**src/rtl/sfx_arbiter_pkg.sv**
```systemverilog
// sfx_arbiter_pkg: effect ids, FSM states and per-effect note tables (in ticks)
package sfx_arbiter_pkg;
  typedef enum logic [1:0] {SFX_JUMP, SFX_EGG, SFX_HIT, SFX_GAMEOVER} sfx_id_t;
  typedef enum logic [1:0] {IDLE, NOTE1, NOTE2} state_t;
  function automatic int hp1(logic [1:0] id);
    return id == SFX_JUMP ? 60 : id == SFX_EGG ? 38 : id == SFX_HIT ? 100 : 120;
  endfunction
  function automatic int hp2(logic [1:0] id);
    return id == SFX_JUMP ? 40 : id == SFX_EGG ? 25 : id == SFX_HIT ? 150 : 200;
  endfunction
  function automatic int dur(logic [1:0] id);
    return id == SFX_JUMP ? 2000 : id == SFX_EGG ? 4000 : id == SFX_HIT ? 8000 : 30000;
  endfunction
endpackage

```
**src/rtl/sfx_arbiter_tone_gen.sv**
```systemverilog
// sfx_tone_gen: square-wave divider plus note duration counter, advanced on tick
module sfx_tone_gen #(
  parameter int HP_W = 8,
  parameter int DUR_W = 16
) (
  input  logic             clk,
  input  logic             reset,
  input  logic             tick,
  input  logic             start,
  input  logic [HP_W-1:0]  half_period,
  input  logic [DUR_W-1:0] duration,
  output logic             tone,
  output logic             note_end
);
  logic [HP_W-1:0] tone_cnt;
  logic [DUR_W-1:0] dur_cnt;
  logic tone_wrap;
  assign tone_wrap = tone_cnt == half_period - HP_W'(1);
  assign note_end = tick && !start && dur_cnt == duration - DUR_W'(1);
  always_ff @(posedge clk or posedge reset) begin
    if (reset) begin
      tone_cnt <= '0;
      dur_cnt <= '0;
      tone <= 1'b0;
    end else if (start || note_end) begin
      tone_cnt <= '0;
      dur_cnt <= '0;
      tone <= 1'b0;
    end else if (tick) begin
      tone_cnt <= tone_wrap ? '0 : tone_cnt + HP_W'(1);
      tone <= tone ^ tone_wrap;
      dur_cnt <= dur_cnt + DUR_W'(1);
    end
  end
endmodule

```
**src/rtl/sfx_arbiter.sv**
```systemverilog
// sfx_arbiter: prioritised two-note sound effects preempting background music on the speaker
module sfx_arbiter
  import sfx_arbiter_pkg::*;
#(
  parameter int TICK_DIV = 250,
  parameter int HP_W = 8,
  parameter int DUR_W = 16
) (
  input  logic       clk,
  input  logic       reset,
  input  logic       en,
  input  logic       music_in,
  input  logic [3:0] req,
  output logic       speaker,
  output logic       sfx_active,
  output logic [1:0] sfx_id,
  output logic       done
);
  localparam int PW = TICK_DIV > 1 ? $clog2(TICK_DIV) : 1;
  logic [PW-1:0] pre;
  state_t state, state_nxt;
  logic [1:0] cur_id, winner;
  logic tick, accept, tone, note_end, done_nxt;
  assign winner = req[3] ? 2'd3 : req[2] ? 2'd2 : req[1] ? 2'd1 : 2'd0;
  assign tick = pre == PW'(TICK_DIV - 1);
  assign accept = en && |req && (state == IDLE || winner >= cur_id);
  assign sfx_active = state != IDLE;
  assign sfx_id = cur_id;
  sfx_tone_gen #(.HP_W(HP_W), .DUR_W(DUR_W)) u_tone (
    .clk(clk),
    .reset(reset),
    .tick(tick && sfx_active && en),
    .start(accept),
    .half_period(HP_W'(state == NOTE2 ? hp2(cur_id) : hp1(cur_id))),
    .duration(DUR_W'(dur(cur_id))),
    .tone(tone),
    .note_end(note_end)
  );
  // an accept landing on the final tick overrides completion, so no done pulse
  always_comb begin
    state_nxt = state;
    done_nxt = 1'b0;
    if (!en) state_nxt = IDLE;
    else if (accept) state_nxt = NOTE1;
    else if (note_end) begin
      state_nxt = state == NOTE1 ? NOTE2 : IDLE;
      done_nxt = state == NOTE2;
    end
  end
  always_ff @(posedge clk or posedge reset) begin
    if (reset) begin
      state <= IDLE;
      cur_id <= 2'd0;
      pre <= '0;
      speaker <= 1'b0;
      done <= 1'b0;
    end else begin
      state <= state_nxt;
      done <= done_nxt;
      pre <= (accept || tick) ? '0 : pre + PW'(1);
      if (accept) cur_id <= winner;
      speaker <= en && (sfx_active ? tone : music_in);
    end
  end
endmodule

```
**config.mk**
```make
export PLATFORM = sky130hd
export DESIGN_NAME = sfx_arbiter
export DESIGN_NICKNAME = d
export VERILOG_FILES = /design/src/rtl/sfx_arbiter_pkg.sv /design/src/rtl/sfx_arbiter_tone_gen.sv /design/src/rtl/sfx_arbiter.sv
export SDC_FILE = /design/constraint.sdc
export NUM_CORES = 1
export LEC_CHECK = 0
export BUFFER_PORTS_ARGS = -buffer_cell sky130_fd_sc_hd__buf_4
export CORE_MARGIN = 8
export CORE_UTILIZATION = 50
export DETAILED_ROUTE_END_ITERATION = 12
export PLACE_DENSITY = 0.69
export SYNTH_ARGS = -nofsm -noshare
export SYNTH_HDL_FRONTEND = slang
export SYNTH_SLANG_ARGS = --single-unit
```
**constraint.sdc**
```tcl
create_clock -name clk -period 6.8 [get_ports clk]
set_input_delay 0.34 -clock clk [delete_from_list [all_inputs] [get_ports clk]]
set_output_delay 0.34 -clock clk [all_outputs]
set_load 0.01 [all_outputs]
```
# == Word-level counts from Yosys, hierarchy flattened ==
# Index checks and enable logic that the tools add are counted.
# word_totals
reg_bits,39
latch_bits,0
ram_bits,0
romBits,0
input_bits,8
out_inout_bits,5
elab_cells,68
memories,0
# classes
n_addsub,5
multipliers,0
div_mod_pow,0
n_lt_le_gt_ge,1
n_eq_ne,8
shift,0
mux,29
bitwise,1
n_reduce_logical,16
# op_table
operator,count
two-way mux 8 bit,7
two-way mux 15 bit,3
two-way mux 16 bit,2
two-way mux 7 bit,3
adder 16 x 1 -> 16 bit (second input constant),1
adder 8 x 1 -> 8 bit (second input constant),2
== test 16 bit,1
subtractor 15 x 1 -> 16 bit (second input constant),1
two-way mux 2 bit,6
== test 8 bit,1
== test 8 bit (second input constant),1
subtractor 8 x 1 -> 8 bit (second input constant),1
logical AND 1 bit,7
two-way mux 1 bit,7
two-way mux 5 bit,1
== test 2 x 1 -> 1 bit (second input constant),2
== test 2 bit (second input constant),2
logical NOT 2 bit,2
nonzero test 2 bit,2
OR reduction 4 bit,1
logical OR 1 bit,3
inequality test 3 x 1 -> 1 bit (second input constant),1
>= comparator 2 bit,1
logical NOT 1 bit,1
XOR 1 bit,1

# == Logic depth before layout (Yosys ltp) ==
# Gate-level depths: netlist (run 1).
# depth
word_depth,12
ltp_mapped,13
ltp_nobuf,11

# == Hierarchy ==
# From an unflattened synthesis (run 1), not the netlist that was laid out.
# unflattened
hier_cells,337
hier_area_um2,3083.0
# by_module_without_submodules
module,n_inst,cells_per_inst,area_each_um2,seq_area_each_um2
sfx_tone_gen,1,236,2127.0,625.6
sfx_arbiter,1,101,955.9,350.3

# == Least setup slack after synthesis (run 1) ==
# OpenSTA, ideal clock, no wires.
# synth_timing
path_type,flip-flop to flip-flop
start,"reg cur_id[1], in the netlist sfx_id[1]"
end,reg u_tone.tone_cnt[7]
setup_ns,0.124
arrival_ns,2.742
required_time_ns,6.676
slack_ns,3.934
path_stages_with_launch,13
n_path_buf,1
synth_period_minus_slack_ns,2.866
path_cell_list,dfrtp_1 -> inv_1 -> ha_1 -> nand3b_1 -> ha_1 -> xor2_1 -> nor4_1 -> a41oi_1 -> o2bb2ai_2 -> o41ai_4 -> buf_6 -> nor2_1 -> a211o_1
# synth_between
elab_chain_len,10
elab_cells_between_ends,28
cone_classes,add/sub: 2; order compare: 1; eq/ne: 4; mux: 13; reduce/logical: 8
# synth_rtl
element,line,source
from (decl),sfx_arbiter.sv:22,"logic [1:0] cur_id, winner;"
from (signal assigned),sfx_arbiter.sv:61,if (accept) cur_id <= winner;
== test 2 bit,"sfx_arbiter_pkg.sv:6, sfx_arbiter_pkg.sv:9, sfx_arbiter_pkg.sv:12",
two-way mux 7 bit / two-way mux 5 bit (equally long branches),"sfx_arbiter_pkg.sv:9, sfx_arbiter_pkg.sv:6",
two-way mux 8 bit / two-way mux 7 bit (equally long branches) (2 in series),"sfx_arbiter_pkg.sv:9, sfx_arbiter_pkg.sv:6",
two-way mux 8 bit,sfx_arbiter.sv:34,".half_period(HP_W'(state == NOTE2 ? hp2(cur_id) : hp1(cur_id))),"
subtractor 8 x 1 -> 8 bit,sfx_arbiter_tone_gen.sv:18,assign tone_wrap = tone_cnt == half_period - HP_W'(1);
== test 8 bit,sfx_arbiter_tone_gen.sv:18,
two-way mux 8 bit,sfx_arbiter_tone_gen.sv:30,tone_cnt <= tone_wrap ? '0 : tone_cnt + HP_W'(1);
two-way mux 8 bit,sfx_arbiter_tone_gen.sv:29,end else if (tick) begin
two-way mux 8 bit,sfx_arbiter_tone_gen.sv:25,end else if (start || note_end) begin
to (signal assigned),sfx_arbiter_tone_gen.sv:30,
to (decl),sfx_arbiter_tone_gen.sv:15,logic [HP_W-1:0] tone_cnt;
# Several ways; a longest one is shown, not always the timed one. The select of a mux whose other input is x is not followed.
# A chain may end at the register's enable or synchronous reset.

# == Worst setup path in the final report (run 1) ==
# layout_timing
start,"reg cur_id[1], in the netlist sfx_id[1]"
end,reg u_tone.tone_cnt[4]
# The elaborated chain is that of the path after synthesis.

==> impl_metrics.tcl, run 1 <==
set metrics [dict create \
    fin_crit_sh_pct 48.93 \
    grt_use_total_pct 14.64 \
    synth-adder-area-share_pct 6.247 \
    critPathSlowestCell "o41ai_4" \
    syn_inst 282 \
    firstDrtPassIters 4 \
    antenna_cells 0 \
    status "finished, final reports clean" \
    core-area_um2 5075 \
    cp_common_cell "ha_1" \
    grt_util_met1_pct 18.87 \
    die_area_um2 7772 \
    yosys.area_share.simple_pct 26.53 \
    antenna_found_initial 0 \
    relSlewSlack_pct 48.65 \
    end_kind "register" \
    synth_edf_count 0 \
    post_drt_wl_per_cell_um 13.90 \
    cts_setup_buffers 0 \
    synth_top_flop_cell "dfrtp_1" \
    path_cells "inv_1 -> ha_1 -> nand3b_1 -> ha_1 -> xor2_1 -> nor4_1 -> a41oi_1 -> o2bb2ai_2 -> o41ai_4 -> nor2_1 -> a211o_1" \
    ys_types 55 \
    synth_top_family_by_area "simple AND/OR/NAND/NOR gates" \
    cp_max_fo 14 \
    final-max-slew-violation-count 0 \
    hold_path.class "in2async" \
    postSynthAreaPerCell_um2 9.233 \
    drtIter0Drc 85 \
    cts_resized 0 \
    clkSinkCount 39 \
    async_flop_share_pct 100.0 \
    die_w_um 88.16 \
    utilization_pct 55.84 \
    fin_skew_ns 0.003125 \
    setup.worst_path.class "reg2reg" \
    power.density_nw_per_um2 217.2 \
    required_ns 6.98 \
    rsz0062_at_grt "false" \
    ant_nets 0 \
    ir_worst_vdd_mv 0.1421 \
    synth-seq-cells 39 \
    worstMarginPinSlew_ns 0.7651 \
    cts_tree "built" \
    arrival_ns 3.51 \
    vias 1983 \
    final_cells 363 \
    synthToLayoutAreaGrowth_pct 8.842 \
    initial_core_util_pct 51.31 \
    period_minus_slack_ns 3.327 \
    num_rows 26 \
    clock_path_buffers 2 \
    drv_cap 0 \
    synthXorXnorAreaFrac_pct 11.92 \
    synth.net_count 303 \
    preCtsSetupSlack_ns 3.521 \
    clk_pin_slew_worst_paths_ns 0.08 \
    port_buffers 12 \
    vias_per_cell 5.463 \
    setup_viol 0 \
    yosys_warnings 0 \
    cts_hold_buf 0 \
    grt_pass1_wl_mm 9.114 \
    place_hpwl_mm 3.761 \
    drive_gt1_share_pct 10.92 \
    root_buffer "clkbuf_8" \
    fmax_ghz 0.3005 \
    use_met2_pct 23.29 \
    fin_nets 313 \
    hold_violations 0 \
    clk_latency_ns 0.29 \
    busiest_layer "met2" \
    synthesis.area_um2 2604 \
    setup_tns_ns 0 \
    die_h_um 88.16 \
    remaining_drc_errors 0 \
    grt_pass1_vias 2013 \
    synth_compound_area_share_pct 12.21 \
    grt_max_degree 40 \
    cp-start-kind "register" \
    dp_cells 355 \
    muxShareOfSynthArea_pct 1.153 \
    seq_area_frac_synth_pct 37.48 \
    io_pins 13 \
    wl_mm 5.045 \
    ctsHtreeMaxLevel 2 \
    grt_overflow 0 \
    routabilityCongestion 0.8287 \
    gr-usage-met3_pct 3.283 \
    max_stage_delay_ns 0.61 \
    cts_made_buffers 5 \
    leakage_nw 1.246 \
    layout_setup_ws_ns 3.473 \
]
## kinds of logic after synthesis
family / after synthesis
AO/OA/AOI/OAI: 43
buffers and inverters: 23
flip-flops: 39
XOR/XNOR: 33
AND/OR/NAND/NOR: 128
multiplexers: 3
adder cells (fa/ha/maj): 13
## worst max-delay path: cells and delay by family (launching register included)
kind            cells  cell delay, ns
compound gates      4            1.17
xor+xnor            1            0.18
fa+ha+maj           2            0.67
buf+inv             1            0.19
flops               1            0.46
simple gates        3            0.56
## final timing paths
check / start / endpoint / slack [ns] / cells after the start
min: reset / pre[2] / 0.16 / 3
min reg2reg: pre[0] / pre[0] / 0.50 / 1
max: sfx_id[1] / u_tone.tone_cnt[4] / 3.47 / 11
max reg2reg: sfx_id[1] / u_tone.tone_cnt[4] / 3.47 / 11
max in group asynchronous: reset / u_tone.dur_cnt[12] / 6.30 / 3
min in group clk: music_in / speaker / 0.30 / 3
## placed cells by master, fill, tap and decap left out, types with 3 or more instances in the layout
cell type / Yosys / routed
dfrtp_1: 39 / 39
nor2_1: 35 / 35
nand2_1: 23 / 23
xnor2_1: 19 / 19
nor3_1: 14 / 14
nand3_1: 14 / 14
inv_1: 13 / 13
ha_1: 13 / 13
buf_4: 0 / 13
xor2_1: 12 / 12
o21ai_0: 7 / 7
a21oi_1: 6 / 6
nand4_1: 6 / 6
nor3b_1: 5 / 5
nor4_1: 5 / 5
clkbuf_8: 0 / 5
and3_1: 4 / 4
o21ai_1: 4 / 4
a21o_1: 4 / 4
nor4b_1: 3 / 3
a211oi_1: 3 / 3
mux2i_1: 3 / 3
a211o_1: 3 / 3
o21bai_1: 3 / 3
## registers in the layout (all words and copies together), names as in the netlist
name / count
state: 2
done: 1
u_tone.dur_cnt: 16
sfx_id: 2
speaker: 1
pre: 8
u_tone.tone: 1
u_tone.tone_cnt: 8
## metal layers
| metal | routed length [um] | part of all wire (%) |
|---|---|---|
| met4 | 140 | 2.8 |
| met2 | 2208 | 44 |
| met1 | 2519 | 50 |
| met3 | 177 | 3.5 |
| met5 | 0 | 0 |
## power breakdown
part,switching [W],internal [W]
clock network,0.0000836,0.000109
registers,0.0000175,0.000244
logic,0.0000961,0.0000653
total,0.000197,0.000418
## layout make-up
class                      count  area [um^2]
timing repair buffer          13        97.59
clock inverter                 3        43.79
clock buffer                   5        68.82
multi-input combinational    220         1511
fill                         468         2241
inverter                      13        48.80
sequential                    39        975.9
tap                           70        87.58
## Yosys cell counts (2+ instances only)
library cell | number | area share, %
dfrtp_1 | 39 | 37
nor2_1 | 35 | 5.0
nand2_1 | 23 | 3.3
xnor2_1 | 19 | 6.4
nand3_1 | 14 | 2.7
nor3_1 | 14 | 2.7
ha_1 | 13 | 6.2
inv_1 | 13 | 1.9
xor2_1 | 12 | 4.0
o21ai_0 | 7 | 1.3
a21oi_1 | 6 | 1.2
nand4_1 | 6 | 1.4
nor3b_1 | 5 | 1.4
nor4_1 | 5 | 1.2
a21o_1 | 4 | 1.2
and3_1 | 4 | 0.96
clkbuf_1 | 4 | 0.58
o21ai_1 | 4 | 0.77
a211o_1 | 3 | 1.0
a211oi_1 | 3 | 0.86
mux2i_1 | 3 | 1.2
nor4b_1 | 3 | 1.0
o21bai_1 | 3 | 0.86
a21boi_0 | 2 | 0.58
buf_2 | 2 | 0.38
buf_6 | 2 | 0.86
nand3b_1 | 2 | 0.58
nor2b_1 | 2 | 0.48
o21a_1 | 2 | 0.58
or2_2 | 2 | 0.48
or3_1 | 2 | 0.48
## stage by stage
| stage | power, W | area, um^2 | hold slack [ns] |
|---|---|---|---|
| after floorplan | 0.0003910 | 2604 | 0.4608 |
| after global placement | 0.0004258 | 2721 | 0.4816 |
| after detailed placement | 0.0004275 | 2721 | 0.4867 |
| after CTS | 0.0006236 | 2834 | 0.1765 |
| after global routing | 0.0006559 | 2834 | 0.1993 |
| final | 0.0006157 | 2834 | 0.1625 |
Note: power is estimated with default switching activity, not from simulation.
==> inputs of run 2 (changes only) <==
==> constraint.sdc (replaced) <==
create_clock -name clk -period 3.15 [get_ports clk]
set_input_delay 0.1575 -clock clk [delete_from_list [all_inputs] [get_ports clk]]
set_output_delay 0.1575 -clock clk [all_outputs]
set_load 0.01 [all_outputs]
==> run 2 against run 1 <==
The flow now finishes with violations (negative hold slack). Hold slack got worse by 0.19 ns. Design area increased by 0.53%. Core utilization increased by 0.30 points. Fmax increased by 16%. Flip-flop and latch count unchanged. First-iteration DRC count increased by 36%. Sequential power increased by 110%. Clock power increased by 75%. Power increased by 110%. Setup slack got worse by 3.2 ns. Critical endpoint is now u_tone.tone_cnt[6]. Largest power group unchanged. Highest routed layer unchanged.
==> impl_metrics.tcl, run 2 (synthesis results as in run 1) <==
set metrics [dict create \
    port_buffers 12 \
    worstMarginPinSlew_ns 0.7470 \
    p_int_w 0.0008333 \
    cts_resized 0 \
    fmax_ghz 0.3498 \
    grt_use_total_pct 14.89 \
    grt_pass1_wl_mm 9.190 \
    antenna_cells 0 \
    cts_hold_buf 0 \
    die_w_um 88.16 \
    hold_path.class "in2async" \
    end_kind "register" \
    place_hpwl_mm 3.788 \
    holdWs_ns -0.02249 \
    cp_common_cell "a211oi_1" \
    antenna_found_initial 0 \
    rsz0062_at_grt "false" \
    leakage_nw 1.254 \
    cts_tree "built" \
    path_cells "inv_1 -> ha_1 -> nor4bb_1 -> o21a_1 -> a211oi_1 -> a211oi_1 -> o41ai_4 -> buf_4 -> nor3_1 -> a211o_1" \
    initial_core_util_pct 51.31 \
    num_rows 26 \
    grt_pass1_vias 2004 \
    largest_reg_flops 16 \
    vias_per_cell 5.505 \
    firstDrtPassIters 4 \
    power.density_nw_per_um2 443.5 \
    final-max-slew-violation-count 0 \
    cp-start-kind "register" \
    cts_setup_buffers 0 \
    fin_crit_sh_pct 90.75 \
    drv_cap 0 \
    setup_tns_ns 0 \
    io_pins 13 \
    die_h_um 88.16 \
    clk_pin_slew_worst_paths_ns 0.08 \
    grt_overflow 0 \
    remaining_drc_errors 0 \
    setup.worst_path.class "reg2reg" \
    ant_nets 0 \
    arrival_ns 3.10 \
    layout_common_cells "dfrtp_1, nor2_1, nand2_1" \
    vias 2026 \
    p_sw_w 0.0004303 \
    drive_gt1_share_pct 12.42 \
    critPathSlowestCell "dfrtp_1" \
    setup_viol 0 \
    layout_setup_ws_ns 0.2913 \
    clk_latency_ns 0.29 \
    period_minus_slack_ns 2.859 \
    routabilityCongestion 0.8312 \
    layout.cells.most_common "dfrtp_1" \
    ctsHtreeMaxLevel 2 \
    seqPwrFrac_pct 43.9 \
    wl_mm 5.071 \
    fin_skew_ns 0.006686 \
    die_area_um2 7772 \
    post_drt_wl_per_cell_um 13.78 \
    hold_violations 39 \
    clock_path_buffers 2 \
    ir_worst_vdd_mv 0.3098 \
    required_ns 3.39 \
    status "finished with violations" \
    cts_made_buffers 5 \
    grt_max_degree 40 \
    preCtsSetupSlack_ns 0.2579 \
    swShare_pct 34.05 \
    clkSinkCount 39 \
    drtIter0Drc 116 \
    cp_max_fo 14 \
    fillers 472 \
    top_register "u_tone.dur_cnt" \
    max_stage_delay_ns 0.48 \
    root_buffer "clkbuf_8" \
    p_clk_share_pct 26.7 \
    violations "negative hold slack" \
    fin_nets 318 \
    top_regs "u_tone.dur_cnt (16), pre (8), u_tone.tone_cnt (8)" \
    pwr-share-comb_pct 29.3 \
    core-area_um2 5075 \
    synthToLayoutAreaGrowth_pct 9.418 \
    relSlewSlack_pct 49.87 \
]
==> run 2: cell types whose count changed in the layout (fill, tap and decap cells not counted) <==
cell and change:
buf_4 +5, bufinv_16 -1, clkbuf_1 +1, clkinv_4 -1
clkinvlp_4 +1, nor3_1 -1, nor3_2 +1
==> run 2: path summary, 6_finish.rpt <==
path	start	endpoint	slack (ns)	cells after the start
worst max-delay path	sfx_id[0]	u_tone.tone_cnt[6]	0.29	10
worst min-delay path	reset	pre[1]	-0.02	3
worst max register to register	sfx_id[0]	u_tone.tone_cnt[6]	0.29	10
worst min register to register	pre[0]	pre[0]	0.49	1
max in group asynchronous	reset	done	2.83	3
min in group clk	music_in	speaker	0.11	3
==> run 2: area by class of cell <==
type / count / area, um^2 / share of cell area (%)
sequential: 39 / 975.9 / 34.26
clock buffer: 6 / 72.57 / 2.547
tap: 70 / 87.58 / 3.074
clock inverter: 2 / 12.51 / 0.4392
multi-input combinational: 220 / 1516 / 53.23
inverter: 13 / 48.80 / 1.713
timing repair buffer: 18 / 135.1 / 4.743
==> run 2: per-stage QoR <==
step / cell area [um^2] / power [W] / hold slack [ns] / utilization, % / std cells
floorplan: 2604 / 0.0008440 / 0.2980 / - / 282
global placement: 2759 / 0.0009320 / 0.3162 / 54.36 / 360
finish: 2849 / 0.001264 / -0.02249 / 56.14 / 368
CTS: 2844 / 0.001270 / 0.005395 / 56.04 / 368
global route: 2849 / 0.001352 / 0.03046 / 56.14 / 368
detailed placement: 2759 / 0.0009327 / 0.3231 / 54.36 / 360
==> run 2: critical path, delay by kind of cell (launching register included) <==
kind            cells  cell delay (ns)
compound gates      5             0.92
simple gates        2             0.62
flops               1             0.48
buf+inv             2             0.34
fa+ha+maj           1             0.43
==> run 2: power groups by stage <==
stage,Combinational (W),Clock [W],Sequential (W)
6_report,0.000371,0.000338,0.000555
5_1_grt,0.000420,0.000371,0.000560
4_1_cts,0.000368,0.000347,0.000555
3_5_place_dp,0.000367,0,0.000565
3_3_place_gp,0.000367,0,0.000565
2_1_floorplan,0.000278,0,0.000566
==> run 2: per-layer routing <==
layer	part of all wire (%)	vias up	global-route usage (%)
li1	-	1018	-
met1	50	971	19.39
met2	44	32	23.76
met3	4.4	5	3.940
met4	1.2	0	3.687
met5	0	-	0
